## config.mk

```make
export PLATFORM = sky130hd
export DESIGN_NAME = uart_rx_param_flat
export DESIGN_NICKNAME = d
export VERILOG_FILES = /design/src/rtl/uart_pkg.sv /design/src/rtl/uart_rx_param_if.sv /design/src/rtl/uart_rx_filter.sv /design/src/rtl/uart_rx_param.sv /design/src/flat_wrapper.sv
export SDC_FILE = /design/constraint.sdc
export NUM_CORES = 1
export LEC_CHECK = 0
export CELL_PAD_IN_SITES_DETAIL_PLACEMENT = 0
export CELL_PAD_IN_SITES_GLOBAL_PLACEMENT = 1
export CORE_AREA = 2 2 63 65
export CTS_CLUSTER_DIAMETER = 150
export DETAILED_ROUTE_END_ITERATION = 12
export DIE_AREA = 0 0 65 67
export DONT_BUFFER_PORTS = 1
export PLACE_DENSITY = 0.78
export REMOVE_ABC_BUFFERS = 1
export SLEW_MARGIN = 20
export SYNTH_ARGS = -nofsm -noshare
export SYNTH_HDL_FRONTEND = slang
export SYNTH_SLANG_ARGS = --single-unit
export TNS_END_PERCENT = 30
```

## constraint.sdc

```tcl
create_clock -name clk -period 2.4 [get_ports clk]
set_input_delay 0.12 -clock clk [delete_from_list [all_inputs] [get_ports clk]]
set_output_delay 0.12 -clock clk [all_outputs]
set_load 0.05 [all_outputs]
```

## src/rtl/uart_pkg.sv

```systemverilog
// uart_pkg: shared types and helpers for the UART receiver.
// Define UART_RX_BREAK_EN to add the WAIT_HIGH break state.
package uart_pkg;

  localparam int MAX_BITS = 9;

  typedef enum logic [1:0] {
    PAR_NONE,
    PAR_ODD,
    PAR_EVEN
  } parity_t;

  typedef enum logic [2:0] {
    S_IDLE,
    S_START,
    S_DATA,
    S_PARITY,
    S_STOP
`ifdef UART_RX_BREAK_EN
    , S_WAIT_HIGH
`endif
  } rx_state_t;

  // Returns 1 when the parity bit disagrees with the data.
  function automatic logic parity_calc(
    input logic [MAX_BITS-1:0] d,
    input logic                pb,
    input parity_t             p
  );
    logic x;
    x = (^d) ^ pb;
    case (p)
      PAR_ODD:  return ~x;
      PAR_EVEN: return x;
      default:  return 1'b0;
    endcase
  endfunction

endpackage

```

## src/rtl/uart_rx_param_if.sv

```systemverilog
// uart_rx_param_if: received-word bundle with valid/ready.
// master = receiver side, slave = consumer side.
interface uart_rx_param_if #(
  parameter int DATA_BITS = 8
);
  logic [DATA_BITS-1:0] data;
  logic                 valid;
  logic                 ready;
  logic                 frame_err;
  logic                 parity_err;
  logic                 overrun;
  logic                 break_det;

  modport master (
    output data, valid, frame_err,
    output parity_err, overrun, break_det,
    input  ready
  );

  modport slave (
    input  data, valid, frame_err,
    input  parity_err, overrun, break_det,
    output ready
  );
endinterface

```

## src/rtl/uart_rx_filter.sv

```systemverilog
// uart_rx_filter: 2-flop synchroniser plus hysteresis filter.
// rx only flips when the counter saturates at either end.
module uart_rx_filter #(
  parameter int FILTER_W = 2
) (
  input  logic clk,
  input  logic rst,
  input  logic uart,
  output logic rx,
  output logic fall
);
  localparam logic [FILTER_W-1:0] FULL = '1;

  logic                s1, s2, rx_d;
  logic [FILTER_W-1:0] cnt, cnt_n;

  // Bring the pad signal into the clk domain.
  always_ff @(posedge clk) begin
    if (rst) begin
      s1 <= 1'b1;
      s2 <= 1'b1;
    end else begin
      s1 <= uart;
      s2 <= s1;
    end
  end

  // Saturating up/down count toward the synchronised level.
  always_comb begin
    cnt_n = cnt;
    if (s2 && cnt != FULL)
      cnt_n = cnt + 1'b1;
    else if (!s2 && cnt != '0)
      cnt_n = cnt - 1'b1;
  end

  // Counter, filtered level and its one-cycle history.
  always_ff @(posedge clk) begin
    if (rst) begin
      cnt  <= FULL;
      rx   <= 1'b1;
      rx_d <= 1'b1;
    end else begin
      cnt  <= cnt_n;
      rx_d <= rx;
      if (cnt_n == FULL)
        rx <= 1'b1;
      else if (cnt_n == '0)
        rx <= 1'b0;
    end
  end

  assign fall = rx_d & ~rx;
endmodule

```

## src/rtl/uart_rx_param.sv

```systemverilog
// uart_rx_param: parametrised UART receiver, valid/ready output.
// Define UART_RX_BREAK_EN to enable break detection.
module uart_rx_param
  import uart_pkg::*;
#(
  parameter int CLK_DIV   = 16,
  parameter int DATA_BITS = 8,
  parameter int PARITY    = 0,
  parameter int STOP_BITS = 1,
  parameter int FILTER_W  = 2
) (
  input  logic clk,
  input  logic rst,
  input  logic uart,
  uart_rx_param_if.master bus
);
  localparam int CNT_W  = $clog2(CLK_DIV);
  localparam int DCNT_W = $clog2(DATA_BITS + 1);
  localparam parity_t PAR = parity_t'(PARITY[1:0]);
  localparam logic [CNT_W-1:0] HALF =
    CNT_W'(CLK_DIV / 2 - 1);
  localparam logic [CNT_W-1:0] FULL =
    CNT_W'(CLK_DIV - 1);
  localparam logic [DCNT_W-1:0] LAST_D =
    DCNT_W'(DATA_BITS - 1);
  localparam logic LAST_S = 1'(STOP_BITS - 1);

  if (PARITY < 0 || PARITY > 2) begin : g_bad_par
    $error("uart_rx_param: PARITY must be 0..2");
  end
  if (STOP_BITS < 1 || STOP_BITS > 2) begin : g_bad_stop
    $error("uart_rx_param: STOP_BITS must be 1..2");
  end
  if (DATA_BITS < 5 || DATA_BITS > 9) begin : g_bad_db
    $error("uart_rx_param: DATA_BITS must be 5..9");
  end
  if (CLK_DIV < 4 || CLK_DIV > 65535) begin : g_bad_div
    $error("uart_rx_param: CLK_DIV out of range");
  end

  logic                  rx, fall;
  rx_state_t             state, state_n;
  logic [CNT_W-1:0]      bit_cnt;
  logic                  sample;
  logic                  start, done;
  logic [DCNT_W-1:0]     dcnt;
  logic [DATA_BITS-1:0]  sh;
  logic                  scnt, ferr, perr;
  logic [DATA_BITS-1:0]  data_q;
  logic                  valid_q, fe_q, pe_q, ovr_q;
`ifdef UART_RX_BREAK_EN
  logic                  brk, is_brk, par_bit, brk_q;
`endif

  uart_rx_filter #(
    .FILTER_W(FILTER_W)
  ) u_filt (
    .clk (clk),
    .rst (rst),
    .uart(uart),
    .rx  (rx),
    .fall(fall)
  );

  assign sample = (state != S_IDLE) &&
                  (bit_cnt == '0);

`ifdef UART_RX_BREAK_EN
  assign is_brk = (scnt == 1'b0) && (sh == '0) &&
                  (PAR == PAR_NONE || !par_bit) &&
                  !rx;
`endif

  // State register.
  always_ff @(posedge clk) begin
    if (rst)
      state <= S_IDLE;
    else
      state <= state_n;
  end

  // Next state and per-cycle strobes.
  always_comb begin
    state_n = state;
    start   = 1'b0;
    done    = 1'b0;
`ifdef UART_RX_BREAK_EN
    brk     = 1'b0;
`endif
    unique case (state)
      S_IDLE:
        if (fall) begin
          state_n = S_START;
          start   = 1'b1;
        end
      S_START:
        if (sample)
          state_n = rx ? S_IDLE : S_DATA;
      S_DATA:
        if (sample && dcnt == LAST_D)
          state_n = (PAR == PAR_NONE) ?
                    S_STOP : S_PARITY;
      S_PARITY:
        if (sample)
          state_n = S_STOP;
      S_STOP:
        if (sample) begin
`ifdef UART_RX_BREAK_EN
          if (is_brk) begin
            brk     = 1'b1;
            state_n = S_WAIT_HIGH;
          end else
`endif
          if (scnt == LAST_S) begin
            done    = 1'b1;
            state_n = S_IDLE;
          end
        end
`ifdef UART_RX_BREAK_EN
      S_WAIT_HIGH:
        if (rx)
          state_n = S_IDLE;
`endif
      default:
        state_n = S_IDLE;
    endcase
  end

  // Bit timer: half period to mid start bit, then full.
  always_ff @(posedge clk) begin
    if (rst)
      bit_cnt <= '0;
    else if (start)
      bit_cnt <= HALF;
    else if (state != S_IDLE)
      bit_cnt <= (bit_cnt == '0) ?
                 FULL : bit_cnt - 1'b1;
  end

  // Character datapath: shift, parity and stop capture.
  always_ff @(posedge clk) begin
    if (rst) begin
      dcnt <= '0;
      sh   <= '0;
      scnt <= 1'b0;
      ferr <= 1'b0;
      perr <= 1'b0;
`ifdef UART_RX_BREAK_EN
      par_bit <= 1'b0;
`endif
    end else begin
      if (start) begin
        dcnt <= '0;
        scnt <= 1'b0;
        ferr <= 1'b0;
      end
      if (state == S_DATA && sample) begin
        sh   <= {rx, sh[DATA_BITS-1:1]};
        dcnt <= dcnt + 1'b1;
      end
      if (state == S_PARITY && sample) begin
        perr <= parity_calc(MAX_BITS'(sh), rx, PAR);
`ifdef UART_RX_BREAK_EN
        par_bit <= rx;
`endif
      end
      if (state == S_STOP && sample) begin
        ferr <= ferr | ~rx;
        if (scnt != LAST_S)
          scnt <= scnt + 1'b1;
      end
    end
  end

  // Single-entry output register with overrun drop.
  always_ff @(posedge clk) begin
    if (rst) begin
      data_q  <= '0;
      valid_q <= 1'b0;
      fe_q    <= 1'b0;
      pe_q    <= 1'b0;
      ovr_q   <= 1'b0;
    end else begin
      ovr_q <= 1'b0;
      if (done) begin
        if (!valid_q || bus.ready) begin
          data_q  <= sh;
          fe_q    <= ferr | ~rx;
          pe_q    <= perr;
          valid_q <= 1'b1;
        end else begin
          ovr_q <= 1'b1;
        end
      end else if (valid_q && bus.ready) begin
        valid_q <= 1'b0;
      end
    end
  end

`ifdef UART_RX_BREAK_EN
  // One-cycle break pulse.
  always_ff @(posedge clk) begin
    if (rst)
      brk_q <= 1'b0;
    else
      brk_q <= brk;
  end
  assign bus.break_det = brk_q;
`else
  assign bus.break_det = 1'b0;
`endif

  assign bus.data       = data_q;
  assign bus.valid      = valid_q;
  assign bus.frame_err  = fe_q;
  assign bus.parity_err = pe_q;
  assign bus.overrun    = ovr_q;
endmodule

```

## src/flat_wrapper.sv

```systemverilog
// flat-port wrapper written by rule: the top's interface ports become plain ports
module uart_rx_param_flat import uart_pkg::*;
#(
  parameter int CLK_DIV   = 16,
  parameter int DATA_BITS = 8,
  parameter int PARITY    = 0,
  parameter int STOP_BITS = 1,
  parameter int FILTER_W  = 2
)
  (clk, rst, uart, bus_data, bus_valid, bus_frame_err, bus_parity_err, bus_overrun, bus_break_det, bus_ready);
  uart_rx_param_if #(.DATA_BITS(DATA_BITS)) bus_i ();
  input  logic clk;
  input  logic rst;
  input  logic uart;
  output wire logic [$bits(bus_i.data)-1:0] bus_data;
  output wire logic [$bits(bus_i.valid)-1:0] bus_valid;
  output wire logic [$bits(bus_i.frame_err)-1:0] bus_frame_err;
  output wire logic [$bits(bus_i.parity_err)-1:0] bus_parity_err;
  output wire logic [$bits(bus_i.overrun)-1:0] bus_overrun;
  output wire logic [$bits(bus_i.break_det)-1:0] bus_break_det;
  input wire logic [$bits(bus_i.ready)-1:0] bus_ready;
  assign bus_data = bus_i.data;
  assign bus_valid = bus_i.valid;
  assign bus_frame_err = bus_i.frame_err;
  assign bus_parity_err = bus_i.parity_err;
  assign bus_overrun = bus_i.overrun;
  assign bus_break_det = bus_i.break_det;
  assign bus_i.ready = bus_ready;
  uart_rx_param #(.CLK_DIV(CLK_DIV), .DATA_BITS(DATA_BITS), .PARITY(PARITY), .STOP_BITS(STOP_BITS), .FILTER_W(FILTER_W)) u_core (.clk(clk), .rst(rst), .uart(uart), .bus(bus_i));
endmodule
```

# Yosys cells after proc, flatten, opt, wreduce, memory -nomap -nowiden

Cells that the tools add are included.

Register bits after elaboration: 38
Input bits: 4
Output and inout port bits: 13
Logic and storage cells: 93

Add/sub/neg operators: 5
Equal/unequal tests: 14
Muxes and demuxes: 29
Bitwise gates (word level): 4
Reductions and logical operators: 25

Operators by type and width:

| cell                                                                    | count |
|---|---|
| 3-bit 2-to-1 mux                                                        | 8 |
| 3-bit case mux with 5 select lines                                      | 1 |
| 1-bit 2-to-1 mux                                                        | 14 |
| 4-bit 2-to-1 mux                                                        | 3 |
| 2-bit by 1-bit inequality test with 1-bit output, second input constant | 5 |
| 2-bit nonzero test                                                      | 5 |
| 1-bit logical AND                                                       | 7 |
| 3-bit by 2-bit == test with 1-bit output, second input constant         | 2 |
| 2-bit 2-to-1 mux                                                        | 3 |
| 2-bit inequality test, second input constant                            | 3 |
| 6-bit AND reduction                                                     | 1 |
| 2-bit OR reduction                                                      | 3 |
| 4-bit by 1-bit adder with 4-bit output, second input constant           | 1 |
| 4-bit by 3-bit == test with 1-bit output, second input constant         | 1 |
| 4-bit logical NOT                                                       | 1 |
| 2-bit AND reduction                                                     | 2 |
| 4-bit by 1-bit subtractor with 4-bit output, second input constant      | 1 |
| 3-bit by 1-bit == test with 1-bit output, second input constant         | 1 |
| 3-bit == test, second input constant                                    | 1 |
| 3-bit logical NOT                                                       | 1 |
| 3-bit nonzero test                                                      | 1 |
| 2-bit by 1-bit adder with 2-bit output, second input constant           | 1 |
| 2-bit == test, second input constant                                    | 1 |
| 1-bit logical NOT                                                       | 2 |
| other kinds (7)                                                         | 8 |

# Depth between registers and ports, before layout

Gate-level depths: netlist (run 1).

Depth after elaboration: 7
Gate-level depth with buffers: 8
Depth with buffers taken out: 6

# By module

A second synthesis (run 1) with hierarchy kept.

Cells, all modules: 180
Area, all modules: 1,731.7 µm²

By module, submodules not included:

| module         | times used | cells an instance | area an instance (µm²) | sequential area each (µm²) |
|---|---|---|---|---|
| uart_rx_param  | 1          | 159               | 1,506.4                | 640.6 |
| uart_rx_filter | 1          | 21                | 225.2                  | 120.1 |

# Worst setup path before layout (run 1)

Ideal clock, no wire load.

Path type: register to register
Start: register u_core.bit_cnt[0]
End: register u_core.fe_q (netlist: u_core.bus.frame_err)
Library setup time: 88 ps
Arrival time: 1,728 ps
Required time: 2,312 ps
Setup slack: 584 ps
Stages on the path, launching flop included: 9
Buffers on the path: 2
Period minus slack after synthesis: 1,816 ps
Cells stage by stage: dfxtp_1 > inv_1 > ha_1 > or3b_1 > buf_6 > nor4b_4 > buf_6 > nor2_2 > a311oi_2

Longest elaborated chain between the ends: 5

Ends and longest elaborated chain:

| element                       | line                 | RTL |
|---|---|---|
| start, declared               | uart_rx_param.sv:43  | `logic [CNT_W-1:0] bit_cnt;` |
| start signal, assigned        | uart_rx_param.sv:136 | `bit_cnt <= (bit_cnt == '0) ?` |
| 4-bit logical NOT             | uart_rx_param.sv:66  | `(bit_cnt == '0);` |
| 1-bit logical AND             | uart_rx_param.sv:65  | `assign sample = (state != S_IDLE) &&` |
| 1-bit 2-to-1 mux              | uart_rx_param.sv:107 | `if (sample) begin` |
| 1-bit 2-to-1 mux              | uart_rx_param.sv:90  | `unique case (state)` |
| 2-bit AND reduction (no line) | n/a                  |  |
| end signal, assigned          | uart_rx_param.sv:188 | `fe_q <= ferr \| ~rx;` |
| end, declared                 | uart_rx_param.sv:50  | `logic valid_q, fe_q, pe_q, ovr_q;` |

Every way passes these cells.
A chain may end at the register's enable or synchronous reset.

# Final worst setup path (run 1)

Start: register u_core.bit_cnt[0]
End: register u_core.data_q[7] (netlist: u_core.bus.data[7])

Longest elaborated chain between the ends: 5

Ends and longest elaborated chain:

| element                       | line                 | RTL |
|---|---|---|
| 4-bit logical NOT             | uart_rx_param.sv:66  |  |
| 1-bit logical AND             | uart_rx_param.sv:65  |  |
| 1-bit 2-to-1 mux              | uart_rx_param.sv:107 |  |
| 1-bit 2-to-1 mux              | uart_rx_param.sv:90  |  |
| 2-bit AND reduction (no line) | n/a                  |  |
| end signal, assigned          | uart_rx_param.sv:187 | `data_q <= sh;` |
| end, declared                 | uart_rx_param.sv:49  | `logic [DATA_BITS-1:0] data_q;` |

Every way passes these cells.

==> summary.md, run 1 <==
| Metric | Value |
|---|---|
| Status | `completed` |
| EDFF count, synth | `0` |
| Bufs on Longest Clock Path | `2` |
| Worst min-delay path class | `input pin to flop` |
| Worst slew margin relative to its limit | `63.0%` |
| I/O pins | `17` |
| Port bufs | `0` |
| Routed via count | `1241` |
| Most used DFF post-synth | `dfxtp_1` |
| Routed wire length per instance | `12.5 um` |
| Clock sinks | `38` |
| Residual DRC | `0` |
| Initial Util | `45.2%` |
| Avg Vias per Cell | `5.26` |
| Die area | `4360 sq um` |
| Cell taking the most area after synthesis | `dfxtp_1` |
| Worst Setup End Kind | `flop` |
| Met3 wire length | `177 um` |
| Root buf cell | `clkbuf_8` |
| Synth Cell Area | `1630 sq um` |
| Die height | `67 um` |
| Layout cells sized above 1 | `11.7%` |
| Clock transition at path regs | `0.08 ns` |
| Clock Latency Late Sink | `0.29 ns` |
| CP arrival | `2.17 ns` |
| Skew final | `0.00742 ns` |
| Actual slew at the worst max-slew pin | `about 0.55 ns` |
| Max-Cap Viols | `0` |
| Post-synth cell types | `40` |
| DR WL met2 | `1350 um` |
| H-tree levels | `2` |
| Max VDD drop | `0.000499 V` |
| DRT antenna net count | `0` |
| Final setup viols | `0` |
| Global-route wire length before repair | `4940 um` |
| Max Freq | `0.501 GHz` |
| GPL Wtd Cong | `about 0.77` |
| Kind of critical path | `flop to flop` |
| Synth top area share | `a little under half` |
| Setup TNS | `0 ns` |
| PD cells | `slightly above 1000 nW/um^2` |
| TritonRoute pass-1 iters | `4` |
| DR iter-0 viols | `75` |
| Initial antenna violation count | `0` |
| Slew Viols, Final | `0` |
| Syn Area/Cell | `8.95 sq um` |
| Synth Register Bits | `38` |
| RSZ-0062 raised after global routing | `false` |
| Detailed Place HPWL | `1960 um` |
| Pre-CTS setup slack | `~0.42 ns` |
| Number of setup buffers added after CTS | `0` |
| Pleak | `0.000670 uW` |
| Final hold vios | `0` |
| Top cells by count, synth | `38 x dfxtp_1, 23 x nor2_1, 21 x nand2_1, 16 x a21oi_1, 11 x mux2i_1` |
| Tot GR Track Use | `15.2%` |
| CTS Buf Count | `5` |
| Pin count of the biggest net entering global routing | `38` |
| Crit Path Max Fanout | `10` |
| # diodes | `0` |
| FILL cells | `329` |
| Met1 WL | `1400 um` |
| Nets@finish | `195` |
| Vias in the first global route | `roughly 1200` |
| Final worst path period share | `83.2%` |
| CTS tree | `built` |
| Gate Count Post-Synth | `182` |
| GRT Residual Overflow | `0` |
| Ranking of synthesized cells by area | `dfxtp_1 47%, mux2i_1 6.8%, nor2_1 5.3%` |
| Most numerous cell in the Yosys netlist | `dfxtp_1` |
| Final worst setup slack | `0.403 ns` |
| Synth async-reset ratio | `0%` |
| Seq/Total Area, Yosys | `a little under half` |
| Worst reg-to-reg setup slack | `0.40 ns` |
| Hold_ws | `between 0.03 and 0.04 ns` |
| Crit path time final | `between 1.5 and 2 ns` |
| Die X | `65 um` |
| Rows | `22` |
| CP Launch Type | `flop` |
| Area delta synth->final | `13.1%` |
| Worst Path Required | `2.58 ns` |
| Core ar. | `3610 sq um` |
| Warnings from Yosys | `0` |
| Final WL | `around 3000 um` |
| Top Layer Used | `met4` |
layer usage:
metal	global-route usage (%)	up-vias
li1	-	633
met1	17.4	582
met2	24.4	22
met3	7.43	4
met4	5.59	0
met5	0	-
area by class of cell:
cell class	count	area, sq um	area share (%)
clock buffer	6	82.6	4.48
multi-input combinational	129	788	42.8
timing repair buffer	7	67.6	3.67
sequential	38	761	41.3
tap	48	60.1	3.26
inverter	6	22.5	1.22
clock inverter	2	60.1	3.26
power by group:
part           internal [uW]  total [uW]  switching [uW]
clock network            443         660             217
registers                687         756            69.6
logic                    220         494             274
state kept, by name, summed over array words and instances (netlist names):
name,flops
u_core.bit_cnt,4
u_core.bus.data,8
u_core.bus.frame_err,1
u_core.bus.overrun,1
u_core.bus.valid,1
u_core.dcnt,4
u_core.ferr,1
u_core.scnt,1
u_core.sh,8
u_core.state,3
u_core.u_filt.cnt,2
u_core.u_filt.rx,1
u_core.u_filt.rx_d,1
u_core.u_filt.s1,1
u_core.u_filt.s2,1
worst paths after layout:
path | from | endpoint | cells past startpoint
worst max-delay path | u_core.bit_cnt[0]$_SDFFE_PP0P_ | u_core.bus.data[7]$_SDFFE_PP0P_ | 7
worst min-delay path | rst | u_core.state[1]$_SDFFE_PP0P_ | 2
worst max register to register | u_core.bit_cnt[0]$_SDFFE_PP0P_ | u_core.bus.data[7]$_SDFFE_PP0P_ | 7
worst min register to register | u_core.u_filt.s1$_SDFF_PP1_ | u_core.u_filt.s2$_SDFF_PP1_ | 1
logic make-up after synthesis:
kind of cell | Yosys count | share of synthesized area [%]
AOI/OAI and AO/OA | 33 | 12.8
xor gates and xnor gates | 1 | 0.538
adders and majority gates | 4 | 3.07
buffers and inverters | 16 | 5.15
DFF | 38 | 46.7
muxes | 11 | 6.76
other | 1 | 0.230
and+or+nand+nor | 78 | 24.7
per-stage QoR:
| step | utilization, % | power (uW) | instance area, sq um | cells |
|---|---|---|---|---|
| floorplan | - | 1120 | 1570 | 173 |
| detailed placement | 46.3 | 1250 | 1670 | 226 |
| global route | 51.1 | 2040 | 1840 | 236 |
| global placement | 46.3 | 1240 | 1670 | 226 |
| finish | 51.1 | 1910 | 1840 | 236 |
| CTS | 51.1 | 1930 | 1840 | 236 |
repair_timing:
| action | 4_1_cts | 5_1_grt |
|---|---|---|
| hold endpoints to repair | 37 | 0 |
| gates resized for setup | 0 | 0 |
| hold buffers | 2 | 0 |
placed cells by master, fill, tap and decap left out, drive strengths merged, types with 2 or more instances in the layout:
cell    synthesis  routed
dfxtp          38      38
nor2           24      24
nand2          22      22
a21oi          16      16
mux2i          11      11
inv             6       6
clkbuf          5       6
buf             5       6
nand2b          5       5
nor3            5       5
or3             4       4
o21ai           4       4
ha              4       4
a211oi          3       3
or2             3       3
a311oi          3       3
or3b            3       3
nor3b           2       2
a31oi           2       2
a22oi           2       2
nand3           2       2
conb            1       2
bufinv          0       2
nor4b           2       2
critical path, cell delays in order (launching register included):
cell and delay (ns):
dfxtp_1 0.35, inv_1 0.07, ha_1 0.19, or3b_1 0.49
nor4b_4 0.28, buf_4 0.24, mux2i_1 0.21, nor2_1 0.06
No activity file was read; power rests on OpenSTA's default activity.
==> run 2: changes to the inputs <==
==> constraint.sdc (replaced) <==
create_clock -name clk -period 1.9 [get_ports clk]
set_input_delay 0.095 -clock clk [delete_from_list [all_inputs] [get_ports clk]]
set_output_delay 0.095 -clock clk [all_outputs]
set_load 0.05 [all_outputs]
==> summary.md, run 2 (synthesized netlist as in run 1, its figures left out) <==
| Metric | Value |
|---|---|
| CTS tree | `built` |
| Routed wire length per instance | `13.0 um` |
| CTS Buf Count | `5` |
| Clock sinks | `38` |
| Residual DRC | `0` |
| Crit Path Max Fanout | `5` |
| Final hold vios | `0` |
| Worst Setup End Kind | `flop` |
| Port bufs | `0` |
| Crit path time final | `1.81 ns` |
| Worst min-delay path class | `input pin to flop` |
| Die height | `around 67 um` |
| Clock Latency Late Sink | `0.28 ns` |
| Root buf cell | `clkbuf_8` |
| Post-route insts no fill | `roughly 240` |
| DR WL met2 | `1550 um` |
| Skew final | `0.00225 ns` |
| Initial antenna violation count | `0` |
| Layout cells sized above 1 | `17.5%` |
| H-tree levels | `2` |
| Vias in the first global route | `roughly 1200` |
| Slew Viols, Final | `0` |
| Leading cell types in the layout, fill and taps excluded | `37 x dfxtp_1, 23 x nor2_1, 21 x nand2_1` |
| Final setup viols | `0` |
| Core ar. | `roughly 3600 sq um` |
| Hold_ws | `0.0270 ns` |
| PD cells | `between 1000 and 1500 nW/um^2` |
| CP arrival | `between 1.5 and 2 ns` |
| Nets@finish | `201` |
| Routed via count | `1246` |
| Max-Cap Viols | `0` |
| Met3 wire length | `about 110 um` |
| Detailed Place HPWL | `2100 um` |
| Die X | `65 um` |
| CP Launch Type | `flop` |
| Largest stage delay, worst path | `0.39 ns` |
| Die area | `~4400 sq um` |
| Status | `completed` |
| Avg Vias per Cell | `5.15` |
| GRT Residual Overflow | `0` |
| TritonRoute pass-1 iters | `3` |
| FILL cells | `344` |
| Initial Util | `45.2%` |
| Worst-path cell chain | `inv_1, ha_4, or3b_4, nor4b_4, buf_4, buf_12, mux2i_2, nor2_1` |
| DRT antenna net count | `0` |
| Kind of critical path | `flop to flop` |
| Final WL | `3150 um` |
| Critical path's slowest cell | `or3b_4` |
| I/O pins | `17` |
| Tot GR Track Use | `16.1%` |
| Met1 WL | `between 1000 and 1500 um` |
| Rows | `22` |
| Placed Cells | `230` |
| GPL Wtd Cong | `about 0.79` |
| Worst slew margin relative to its limit | `64.8%` |
| Area delta synth->final | `16.1%` |
| # diodes | `0` |
| Clock transition at path regs | `0.07 ns` |
| Bufs on Longest Clock Path | `2` |
| Max VDD drop | `0.000531 V` |
| Pin count of the biggest net entering global routing | `38` |
| Final worst path period share | `95.4%` |
| Tot Pwr | `approximately 2300 uW` |
| Global-route wire length before repair | `5380 um` |
| Worst Path Required | `2.07 ns` |
| Actual slew at the worst max-slew pin | `0.527 ns` |
| DR iter-0 viols | `39` |
| Pleak | `0.000689 uW` |
| Top Layer Used | `met4` |
| Max Freq | `0.552 GHz` |
| Most common cell after layout, fill and taps aside | `dfxtp_1` |
## run 2: cell count changes in the layout (fill, tap and decap cells not counted), moves of 2 or more
cell	change
bufinv_16	-2
or3b_4	+2
or3b_1	-2
buf_4	+4
## run 2: routing by layer
layer  vias to the layer above  GRT usage (%)
met4                         0           3.99
met3                         2           5.57
met1                       582           18.2
met2                        19           28.9
li1                        643              -
met5                         -              0
## run 2: layout make-up
class | instances | area (sq um) | share of cell area (%)
multi-input cells | 129 | 810 | 42.8
clock buffers | 6 | 82.6 | 4.37
flip-flops and latches | 38 | 762 | 40.3
inverters | 6 | 22.5 | 1.19
clock inverters | 2 | 12.5 | 0.661
well taps | 48 | 60.1 | 3.17
repair buffers | 13 | 143 | 7.54
## run 2: what timing repair did
item                                    CTS  global route
hold buffers                              2             0
endpoints found under the setup margin    0            13
hold endpoints to repair                 37             0
gates resized for setup                   0             7
setup buffers                             0             1
## run 2: final timing paths
kind | from | end | slack, ns | cells after the start
setup / recovery | u_core.bit_cnt[0]$_SDFFE_PP0P_ | u_core.bus.data[7]$_SDFFE_PP0P_ | 0.09 | 8
hold reg to reg | u_core.u_filt.s1$_SDFF_PP1_ | u_core.u_filt.s2$_SDFF_PP1_ | 0.41 | 1
hold / removal | rst | u_core.state[2]$_SDFFE_PP0P_ | 0.03 | 2
setup reg to reg | u_core.bit_cnt[0]$_SDFFE_PP0P_ | u_core.bus.data[7]$_SDFFE_PP0P_ | 0.09 | 8
## run 2: where the power goes
part | internal [uW] | leakage [uW] | total, uW | switching [uW]
logic | 360 | 0.000334 | 756 | 395
clock network | 291 | 0.0000472 | 555 | 263
registers | 870 | 0.000308 | 953 | 83.2
total | 1520 | 0.000689 | 2260 | 742
## run 2: worst max-delay path, delay by kind of cell (launching register included)
kind                       cells  cell delay (ns)
buffers and inverters          3             0.39
and+or+nand+nor                3             0.66
adders and majority gates      1             0.15
DFF                            1             0.31
muxes                          1             0.19
## run 2: metrics by stage
step           instance area [sq um]  utilization [%]  setup TNS [ns]  setup WS (ns)
6_report                        1890             52.5               0         0.0868
4_1_cts                         1840             50.9               0         0.0163
3_3_place_gp                    1710             47.5               0         0.0968
2_1_floorplan                   1570                -           -1.43         -0.163
3_5_place_dp                    1710             47.5               0         0.0396
5_1_grt                         1890             52.5         -0.0321        -0.0187
==> run 3: changes to the inputs <==
--- a/config.mk
+++ b/config.mk
@@ -7,12 +7,12 @@
 export LEC_CHECK = 0
 export CELL_PAD_IN_SITES_DETAIL_PLACEMENT = 0
 export CELL_PAD_IN_SITES_GLOBAL_PLACEMENT = 1
-export CORE_AREA = 2 2 63 65
+export CORE_AREA = 2 2 60 68
 export CTS_CLUSTER_DIAMETER = 150
 export DETAILED_ROUTE_END_ITERATION = 12
-export DIE_AREA = 0 0 65 67
+export DIE_AREA = 0 0 62 70
 export DONT_BUFFER_PORTS = 1
-export PLACE_DENSITY = 0.78
+export PLACE_DENSITY_LB_ADDON = 0.1
 export REMOVE_ABC_BUFFERS = 1
 export SLEW_MARGIN = 20
 export SYNTH_ARGS = -nofsm -noshare
==> summary.md, run 3 (synthesized netlist as in run 1, its figures left out) <==
| Metric | Value |
|---|---|
| Status | `completed` |
| Clock Latency Late Sink | `0.29 ns` |
| Detailed Place HPWL | `2140 um` |
| Initial Util | `approximately 43%` |
| Port bufs | `0` |
| Placed Cells | `approximately 240` |
| Leading cell types in the layout, fill and taps excluded | `37 x dfxtp_1, 23 x nor2_1, 21 x nand2_1` |
| Clock sinks | `38` |
| Layout cells sized above 1 | `17.3%` |
| Die X | `62 um` |
| PD cells | `1230 nW/um^2` |
| Crit path time final | `1.83 ns` |
| Register share of total power | `40.0%` |
| TritonRoute pass-1 iters | `4` |
| Final setup viols | `0` |
| Tot GR Track Use | `16.2%` |
| FILL cells | `367` |
| Initial antenna violation count | `0` |
| DRT antenna net count | `0` |
| Routed wire length per instance | `between 10 and 15 um` |
| Nets@finish | `about 200` |
| Vias in the first global route | `between 1000 and 1500` |
| Kind of critical path | `flop to flop` |
| Setup TNS | `0 ns` |
| Worst slew margin relative to its limit | `64.2%` |
| Final worst path period share | `between 90% and 100%` |
| CTS tree | `built` |
| Hold_ws | `about 0.038 ns` |
| Avg Vias per Cell | `5.00` |
| Pre-CTS setup slack | `0.0514 ns` |
| GRT Residual Overflow | `0` |
| Pint | `1620 uW` |
| Most common cell after layout, fill and taps aside | `dfxtp_1` |
| CP Launch Type | `flop` |
| Clock transition at path regs | `roughly 0.080 ns` |
| Max VDD drop | `approximately 0.00067 V` |
| Slew Viols, Final | `0` |
| Routed via count | `1241` |
| CTS Buf Count | `5` |
| Rows | `24` |
| Die area | `approximately 4300 sq um` |
| Die height | `around 70 um` |
| Root buf cell | `clkbuf_8` |
| Skew final | `0.00473 ns` |
| Crit Path Max Fanout | `5` |
| Switch share | `31.8%` |
| Max-Cap Viols | `0` |
| Bufs on Longest Clock Path | `2` |
| Comb pwr share | `between 30% and 40%` |
| Post-route insts no fill | `~250` |
| H-tree levels | `2` |
| Pleak | `between 0.0006 and 0.0007 uW` |
| Area delta synth->final | `18.4%` |
| NetSw | `755 uW` |
| Actual slew at the worst max-slew pin | `0.537 ns` |
| Final worst setup slack | `0.0716 ns` |
| Post-layout util | `51.4%` |
| Core ar. | `3750 sq um` |
| Final hold vios | `0` |
| CP arrival | `between 2 and 2.5 ns` |
| Residual DRC | `0` |
| I/O pins | `17` |
| Worst Path Required | `2.08 ns` |
| # diodes | `0` |
| Worst min-delay path class | `input pin to flop` |
| DR iter-0 viols | `38` |
| Max Freq | `0.547 GHz` |
| Worst Setup End Kind | `flop` |
| Pin count of the biggest net entering global routing | `39` |
| Final WL | `3240 um` |
| Clk network pwr share | `approximately 29%` |
| GPL Wtd Cong | `0.773` |
| Global-route wire length before repair | `5330 um` |
-- run 3: final timing paths --
check                                                    start                               to  slack (ns)  cells past startpoint
worst max register to register  u_core.bit_cnt[1]$_SDFFE_PP0P_  u_core.bus.data[5]$_SDFFE_PP0P_        0.07                      8
worst min register to register     u_core.u_filt.s1$_SDFF_PP1_      u_core.u_filt.s2$_SDFF_PP1_        0.42                      1
worst min-delay path                                 bus_ready    u_core.bus.overrun$_SDFF_PP0_        0.04                      2
worst max-delay path            u_core.bit_cnt[1]$_SDFFE_PP0P_  u_core.bus.data[5]$_SDFFE_PP0P_        0.07                      8
-- run 3: final cells by class --
| cell class | count | area [sq um] | share of cell area [%] |
|---|---|---|---|
| multi-input cells | 129 | 807 | 41.9 |
| flip-flops and latches | 38 | 762 | 39.5 |
| repair buffers | 15 | 158 | 8.18 |
| clock buffers | 5 | 68.8 | 3.57 |
| well taps | 52 | 65.1 | 3.37 |
| clock inverters | 3 | 45.0 | 2.34 |
| inverters | 6 | 22.5 | 1.17 |
-- run 3: per-stage QoR --
step / total power, uW / instance area, sq um
6_report: 2380 / 1930
5_1_grt: 2530 / 1930
4_1_cts: 2360 / 1880
3_5_place_dp: 1640 / 1730
3_3_place_gp: 1630 / 1730
2_1_floorplan: 1420 / 1570
-- run 3: metal layers --
layer	up-vias	part of all wire, %	global-route usage, %
met4	0	1.2	5.91
met5	-	0	0
met1	575	45	19.7
li1	646	-	-
met2	16	49	25.6
met3	4	4.3	6.11
-- run 3: what timing repair did --
item / CTS / global route
hold buffers: 2 / 0
hold endpoints to repair: 37 / 0
setup endpoints to repair: 0 / 9
gates resized for setup: 0 / 5
setup buffers: 0 / 1
-- run 3: power groups by stage --
| stage | Sequential (uW) | Clock, uW | Combinational (uW) |
|---|---|---|---|
| finish | 951 | 682 | 745 |
| global route | 961 | 741 | 824 |
| CTS | 946 | 711 | 702 |
| detailed placement | 965 | 0 | 675 |
| global placement | 959 | 0 | 667 |
| floorplan | 949 | 0 | 472 |
-- run 3: critical path, stage by stage (launching register included) --
cell and delay (ns):
dfxtp_2 0.34, inv_1 0.08, ha_4 0.14, or3b_4 0.39, nor4b_4 0.20, buf_4 0.18, buf_12 0.12, mux2i_2 0.20
nor2_1 0.06
